==> src/rtl/cfg_scan_ctrl_pkg.sv <==
// cfg_scan_ctrl_pkg
//   Shared definitions for the configuration scan-chain loader: controller
//   state encoding and the default chain / word geometry. The chain assembly
//   uses the same defaults so that the loader and the chain always agree on
//   length.
package cfg_scan_ctrl_pkg;

  // Controller states (2-bit encoding shared with the chain assembly)
  typedef enum logic [1:0] {
    CS_IDLE  = 2'd0,
    CS_LOAD  = 2'd1,
    CS_SHIFT = 2'd2,
    CS_DONE  = 2'd3
  } cs_state_e;

  // Default geometry: total cells on the chain and config word width
  localparam int DEFAULT_CHAIN_LEN  = 16;
  localparam int DEFAULT_WORD_WIDTH = 8;

endpackage

==> src/rtl/cfg_scan_ctrl.sv <==
// cfg_scan_ctrl
//   Bitstream loader for the fabric configuration SRAM scan chain. Config
//   words arrive over valid/ready and are shifted MSB-first into the chain
//   with scan_en high for exactly CHAIN_LEN cycles per completed load. The
//   bits falling out of the chain tail (the previous contents) are returned
//   as readback words. fabric_hold tells the fabric to gate its own SRAM
//   writes while a load is in progress.
//
// Ports
//   clk          clock, all state on posedge
//   rst_n        asynchronous active-low reset
//   start        begin a load (only honoured while idle)
//   abort        synchronous abort, returns to idle from any state
//   cfg_data     config word, MSB shifted first
//   cfg_valid    cfg_data valid
//   cfg_ready    word accepted this cycle when cfg_valid is high
//   scan_en      chain shift enable
//   scan_in      chain head data
//   scan_out     chain tail data
//   fabric_hold  high while busy; fabric gates its SRAM we with !fabric_hold
//   busy         controller is not idle
//   done         one-cycle pulse when the whole chain has been loaded
//   aborted      one-cycle pulse when a running load was abandoned
//   rb_valid     one-cycle pulse, rb_data holds one readback word
//   rb_data      readback bits, right-aligned, first captured bit highest
module cfg_scan_ctrl
  import cfg_scan_ctrl_pkg::*;
#(
  parameter int CHAIN_LEN  = DEFAULT_CHAIN_LEN,
  parameter int WORD_WIDTH = DEFAULT_WORD_WIDTH
) (
  input  logic                  clk,
  input  logic                  rst_n,
  input  logic                  start,
  input  logic                  abort,
  input  logic [WORD_WIDTH-1:0] cfg_data,
  input  logic                  cfg_valid,
  output logic                  cfg_ready,
  output logic                  scan_en,
  output logic                  scan_in,
  input  logic                  scan_out,
  output logic                  fabric_hold,
  output logic                  busy,
  output logic                  done,
  output logic                  aborted,
  output logic                  rb_valid,
  output logic [WORD_WIDTH-1:0] rb_data
);

  // Counters are sized to hold their terminal value, so they never wrap
  localparam int TW = $clog2(CHAIN_LEN + 1);
  localparam int BW = $clog2(WORD_WIDTH + 1);

  localparam logic [TW-1:0] TOTAL_LAST = TW'(CHAIN_LEN - 1);
  localparam logic [TW-1:0] TOTAL_ONE  = TW'(1);
  localparam logic [BW-1:0] BIT_LAST   = BW'(WORD_WIDTH - 1);
  localparam logic [BW-1:0] BIT_ONE    = BW'(1);

  cs_state_e             state_r;
  logic [WORD_WIDTH-1:0] sh_r;
  logic [WORD_WIDTH-1:0] rb_r;
  logic [BW-1:0]         bit_cnt_r;
  logic [TW-1:0]         total_cnt_r;
  logic                  done_r;
  logic                  aborted_r;
  logic                  rb_valid_r;
  logic [WORD_WIDTH-1:0] rb_data_r;

  logic [WORD_WIDTH-1:0] rb_next_s;
  logic                  chain_end_s;
  logic                  last_shift_s;
  logic                  shifting_s;

  // Readback word after capturing this cycle's tail bit into the LSB
  assign rb_next_s    = (rb_r << 1) | WORD_WIDTH'(scan_out);
  // The current shift is the last one of the word or of the whole chain;
  // a partial last word simply leaves its low bits unshifted in sh_r.
  assign chain_end_s  = (total_cnt_r == TOTAL_LAST);
  assign last_shift_s = (bit_cnt_r == BIT_LAST) || chain_end_s;

  // Chain-facing outputs decode the state register only, never an input
  assign shifting_s  = (state_r == CS_SHIFT);
  assign scan_en     = shifting_s;
  assign scan_in     = shifting_s & sh_r[WORD_WIDTH-1];
  assign cfg_ready   = (state_r == CS_LOAD);
  assign busy        = (state_r != CS_IDLE);
  assign fabric_hold = (state_r != CS_IDLE);
  assign done        = done_r;
  assign aborted     = aborted_r;
  assign rb_valid    = rb_valid_r;
  assign rb_data     = rb_data_r;

  // Controller FSM with counters, shift registers and pulse outputs
  always_ff @(posedge clk or negedge rst_n) begin
    if (!rst_n) begin
      state_r     <= CS_IDLE;
      sh_r        <= '0;
      rb_r        <= '0;
      bit_cnt_r   <= '0;
      total_cnt_r <= '0;
      done_r      <= 1'b0;
      aborted_r   <= 1'b0;
      rb_valid_r  <= 1'b0;
      rb_data_r   <= '0;
    end else begin
      done_r     <= 1'b0;
      aborted_r  <= 1'b0;
      rb_valid_r <= 1'b0;
      if (abort) begin
        // Abort beats everything; only a load in flight reports it
        aborted_r <= (state_r != CS_IDLE);
        state_r   <= CS_IDLE;
      end else begin
        case (state_r)
          CS_IDLE: begin
            if (start) begin
              total_cnt_r <= '0;
              state_r     <= CS_LOAD;
            end else begin
              state_r <= CS_IDLE;
            end
          end
          CS_LOAD: begin
            if (cfg_valid) begin
              sh_r      <= cfg_data;
              rb_r      <= '0;  // keeps readback right-aligned for short words
              bit_cnt_r <= '0;
              state_r   <= CS_SHIFT;
            end else begin
              state_r <= CS_LOAD;
            end
          end
          CS_SHIFT: begin
            sh_r        <= sh_r << 1;
            rb_r        <= rb_next_s;
            bit_cnt_r   <= bit_cnt_r + BIT_ONE;
            total_cnt_r <= total_cnt_r + TOTAL_ONE;
            if (last_shift_s) begin
              rb_valid_r <= 1'b1;
              rb_data_r  <= rb_next_s;
              if (chain_end_s) begin
                done_r  <= 1'b1;
                state_r <= CS_DONE;
              end else begin
                state_r <= CS_LOAD;
              end
            end else begin
              state_r <= CS_SHIFT;
            end
          end
          CS_DONE: begin
            state_r <= CS_IDLE;
          end
          default: begin
            state_r <= CS_IDLE;
          end
        endcase
      end
    end
  end

endmodule

==> config.mk <==
export PLATFORM = sky130hd
export DESIGN_NAME = cfg_scan_ctrl
export DESIGN_NICKNAME = d
export VERILOG_FILES = /design/src/rtl/cfg_scan_ctrl_pkg.sv /design/src/rtl/cfg_scan_ctrl.sv
export SDC_FILE = /design/constraint.sdc
export NUM_CORES = 1
export LEC_CHECK = 0
export ABC_AREA = 1
export CAP_MARGIN = 20
export CORE_MARGIN = 4
export CORE_UTILIZATION = 35
export CTS_CLUSTER_SIZE = 30
export DETAILED_ROUTE_END_ITERATION = 8
export GPL_ROUTABILITY_DRIVEN = 0
export GPL_TIMING_DRIVEN = 0
export PLACE_DENSITY_LB_ADDON = 0.12
export SYNTH_ARGS = -nofsm -noshare
export SYNTH_HDL_FRONTEND = slang
export SYNTH_SLANG_ARGS = --single-unit
==> constraint.sdc <==
create_clock -name clk -period 3.2 [get_ports clk]
set_clock_uncertainty 0.05 [all_clocks]
set_input_delay 0.48 -clock clk [delete_from_list [all_inputs] [get_ports clk]]
set_output_delay 0.48 -clock clk [all_outputs]
set_load 0.005 [all_outputs]
**After elaboration in Yosys (flattened, before gate mapping)**

Cells that the tools add are included.

- Register bits after elaboration: 37
- ROM bits: 0
- Input bits: 14
- Latch bits: 0
- Memories: 0
- RAM bits: 0
- Word-level logic and storage cells: 51
- Output and inout port bits: 16

- Reductions and logical operators: 8
- Magnitude comparators: 0
- Mux-type cells: 22
- Multiply operators: 0
- Bitwise operators: 3
- Add/subtract/negate cells: 2
- Divide/modulo/power cells: 0
- Shift-type cells: 0
- Equality and inequality tests: 7

Operators with widths:

| operator | number |
|---|---|
| $pmux W8 S2 | 1 |
| $pmux W7 S2 | 1 |
| $pmux W5 S2 | 1 |
| $mux W1 | 9 |
| $reduce_and A3 Y1 | 3 |
| $mux W2 | 4 |
| $mux W8 | 1 |
| $or A8 B1 Y8 | 1 |
| $pmux W2 S4 | 1 |
| $pmux W4 S2 | 1 |
| $mux W7 | 1 |
| $reduce_bool A2 Y1 | 3 |
| $add A5 B1 Y5 const B | 1 |
| $eq A5 B4 Y1 const B | 1 |
| $mux W5 | 1 |
| $add A4 B1 Y4 const B | 1 |
| $eq A2 B2 Y1 const B | 2 |
| $eq A4 B3 Y1 const B | 1 |
| $mux W4 | 1 |
| $ne A2 B2 Y1 const B | 2 |
| $eq A2 B1 Y1 const B | 1 |
| $logic_not A2 Y1 | 1 |
| $and A1 B1 Y1 | 1 |
| $logic_or A1 B1 Y1 | 1 |
| $not A1 Y1 | 1 |

**Longest topological paths before layout**

- Depth in word-level cells: 5
- Depth in mapped cells: 10
- Gate-level depth less buffers: 9

**Worst setup path before layout**

OpenSTA, ideal clock, no wires.

- Kind: register to output
- Start point: register state_r[0]
- End point: output port scan_in
- Path buffers: 2
- Arrival: 1.032 ns
- Cell stages (with the launch flop): 7
- Path slack: 1.638 ns
- Required time: 2.670 ns
- Cell sequence: dfrtp_1 > inv_1 > ha_1 > buf_4 > buf_2 > nand2_1 > inv_1

- Word-level cells in the longest chain between the ends: 2

RTL lines:

| what | line | RTL |
|---|---|---|
| start: declaration | cfg_scan_ctrl.sv:59 | `cs_state_e state_r;` |
| start signal: assignment | cfg_scan_ctrl.sv:96 | `state_r <= CS_IDLE;` |
| start signal: assignment | cfg_scan_ctrl.sv:112 | `state_r <= CS_IDLE;` |
| start signal: assignment | cfg_scan_ctrl.sv:118 | `state_r <= CS_LOAD;` |
| $eq A2 B2 Y1 | cfg_scan_ctrl.sv:82 | `assign shifting_s = (state_r == CS_SHIFT);` |
| named net scan_en | cfg_scan_ctrl.sv:39 | `output logic scan_en,` |
| $and A1 B1 Y1 | cfg_scan_ctrl.sv:84 | `assign scan_in = shifting_s & sh_r[WORD_WIDTH-1];` |
| end: declaration | cfg_scan_ctrl.sv:40 | `output logic scan_in,` |

The timed path passes the listed nets, and every way through them passes these cells.

**Worst setup path after layout**

- Start point: register state_r[0]
- End point: output port scan_in

- Word-level cells in the longest chain between the ends: 2

RTL lines:

| what | line |
|---|---|
| $eq A2 B2 Y1 | cfg_scan_ctrl.sv:82 |
| $and A1 B1 Y1 | cfg_scan_ctrl.sv:84 |

Every way passes these cells.

==> summary.txt <==
Final hold violations - 0
Most common flop cell mapped by yosys - dfrtp_1
CP top delay family - buffers and inverters
Antenna diodes - 0
Post-cts gate resize count - 0
Hold slack - 0.232 ns
R2R cell count - 10
WL per Instance - 12.3 um
Outcome - finished clean
Dpl cell area - 0.00214 mm^2
Final HPWL DP - 2570 um
Most common cell on crit path - inv_1
Die height - 79.0 um
First-pass GRT wire length - 6330 um
Drt first pass iters - 4
Worst slew margin - 44.6%
Yosys warnings - 0
P&R area growth vs syn - 25.8%
Synth top area share - 52.4%
Pwr dens - 426 mW/mm^2
Clk sinks - 37
Worst setup path class - reg -> out
Critical path origin - state_r[0]
Max Cap Viol - 0
CTS Buf Count - 5
Leak Pwr - 0.991 nW
Clk pin slew, worst setup/hold paths - 0.08 ns
Fmax - 404 MHz
Fill cell count - 467
Cell area after layout - 0.00222 mm^2
Nets - 241
Area of the core - 0.00482 mm^2
CP endpoint kind - output port
Synthesized area - 0.00177 mm^2
Crit path max-delay cell type - clkdlybuf4s50_1
Antenna violations before repair - 0
Worst slew pin tran - 0.831 ns
Startpoint Class - flip-flop
Synth top cells by count - 39 x nand2_1, 37 x dfrtp_1, 23 x inv_1
Buffers on Ports - 29
Most crowded layer after global routing - met2
Peak fanout along the critical path - 10
Pins Over Slew Limit - 0
Crit path to - scan_in
Global route overflow - 0
Grt met2 use - 19.6%
CP Data Required Time - 2.67 ns
Grt met3 use - 3.40%
Final ANT Viol Nets - 0
Reg2reg end - rb_data[6]
Setup TNS - 0 ns
Largest net degree at the start of global routing - 38
DRC errors left - 0
Routed WL - 3560 um
Hold-fix buffers at CTS - 0
Most frequent cell after synthesis - nand2_1
Post-synthesis cell count - 185
Io pins - 30
Clock Path Buffers - 2
Via count - 1,334
Flops & latches, synth - 37
Critical path depth - 7
Peak supply drop - 0.192 mV
CP cell instances - inv_1 -> ha_1 -> buf_4 -> buf_2 -> nand2_1 -> inv_1 -> clkdlybuf4s50_1
CP Buf/Inv Count - 5
Layout cells sized above 1 - 16.2%
Drt initial violations - 67
Row count - 25
Root buffer cell - clkbuf_8
R2R Setup Slk - 1.51 ns
Final worst path period need - 2.48 ns
Die width - 79.0 um
HP Class - in -> async
Drt via density - 4.62
Worst skew pair latency - 0.29 ns
M1 GR Usage - 17.2%
Seq/Total Area, Yosys - 52.4%
Final setup violation count - 0
Synth async-reset ratio - 100%
Cell taking the most area after synthesis - dfrtp_1
RSZ-0062 raised after global routing - no
Post-CTS Setup Bufs - 0
Number of distinct library cells after synthesis - 31
TritonCTS clock tree - yes
Starting Density - 36.7%
EDFF count, synth - 0
Syn_area_per_cell - 9.55 um^2
Arr. time, crit path - 1.95 ns
Vias in the first global route - 1,388
R2R Path Start - total_cnt_r[0]
Synthesized Nets - 205
H-tree depth - 2
Final worst-path cycle share - 77.4%
Max incr delay on CP - 0.49 ns
Synth area leaders - dfrtp_1 52%, nand2_1 8.3%, inv_1 4.9%, ha_1 4.2%, o21ai_2 4.0%
Die ar. - 0.00625 mm^2
Gr usage total - 12.7%
-- worst min path at each step --
stage / cells past startpoint / to / start / slack [ns]
6_report: 1 / rb_data[6] / rst_n / 0.23
5_1_grt: 1 / rb_data[6] / rst_n / 0.31
4_1_cts: 1 / rb_valid / rst_n / 0.26
3_5_place_dp: 2 / total_cnt_r[4] / total_cnt_r[4] / 0.42
3_3_place_gp: 2 / sh_r[4] / sh_r[4] / 0.41
2_1_floorplan: 0 / aborted / rst_n / 0.13
-- logic make-up (layout without fill, tap and decap cells) --
kind of cell / after synthesis / in the layout / share of synthesized area, %
buf+inv: 32 / 69 / 8.78
fa+ha+maj: 6 / 6 / 4.25
compound gates: 43 / 43 / 16.0
simple gates: 66 / 66 / 18.0
flops: 37 / 37 / 52.4
mux: 1 / 1 / 0.567
-- cell type report --
type / count / area (um^2) / area share [%]
repair buffers: 29 / 285 / 12.8
multi-input cells: 116 / 686 / 30.8
clock inverters: 2 / 15.0 / 0.675
clock buffers: 6 / 72.6 / 3.26
well taps: 67 / 83.8 / 3.77
inverters: 25 / 93.8 / 4.22
flip-flops and latches: 37 / 926 / 41.6
plain buffers: 7 / 61.3 / 2.76
-- stage by stage --
step / total power, mW / setup WS, ns / util [%] / instances
after floorplan: 0.586 / 1.64 / - / 185
after global placement: 0.635 / 0.738 / 44.4 / 281
after detailed placement: 0.640 / 1.03 / 44.3 / 281
after CTS: 0.964 / 0.693 / 46.2 / 289
after global routing: 1.01 / 0.616 / 46.2 / 289
final: 0.947 / 0.723 / 46.2 / 289
-- where the power goes --
part | switching (mW) | internal (mW) | total, mW
clock network | 0.166 | 0.153 | 0.319
logic | 0.0585 | 0.0510 | 0.110
registers | 0.0170 | 0.501 | 0.519
total | 0.241 | 0.706 | 0.947
-- worst reg2reg max path, delay by kind of cell, from the launching register on --
family | cells | cell delay (ns)
flip-flops | 1 | 0.42
adder cells (fa/ha/maj) | 2 | 0.41
AND/OR/NAND/NOR | 4 | 0.32
buffers and inverters | 2 | 0.29
AO/OA/AOI/OAI | 2 | 0.13
-- layer usage --
| metal | vias up | share of wire (%) |
|---|---|---|
| met5 | - | 0 |
| met1 | 626 | 49 |
| li1 | 676 | - |
| met2 | 28 | 46 |
| met3 | 4 | 4.2 |
| met4 | 0 | 0.76 |
-- state kept, by name, summed over array words and instances (netlist names), 2 cells and up --
signal and flops:
rb_r 7, total_cnt_r 5, rb_data 8, bit_cnt_r 4
sh_r 8, state_r 2
-- cells in the final DEF, fill, tap and decap left out, types with 3 or more instances in the layout --
cell / Yosys / layout
nand3_1: 6 / 6
nand2_1: 39 / 39
buf_6: 3 / 3
o22ai_1: 7 / 7
o21ai_1: 3 / 3
inv_1: 23 / 23
buf_4: 3 / 3
clkdlybuf4s50_1: 0 / 28
ha_1: 6 / 6
dfrtp_1: 37 / 37
nand2_2: 4 / 4
a21boi_0: 4 / 4
a21oi_1: 4 / 4
o21ai_0: 13 / 13
o21ai_2: 8 / 8
nor2_1: 6 / 6
clkbuf_8: 0 / 5
Note: power is estimated with default switching activity, not from simulation.
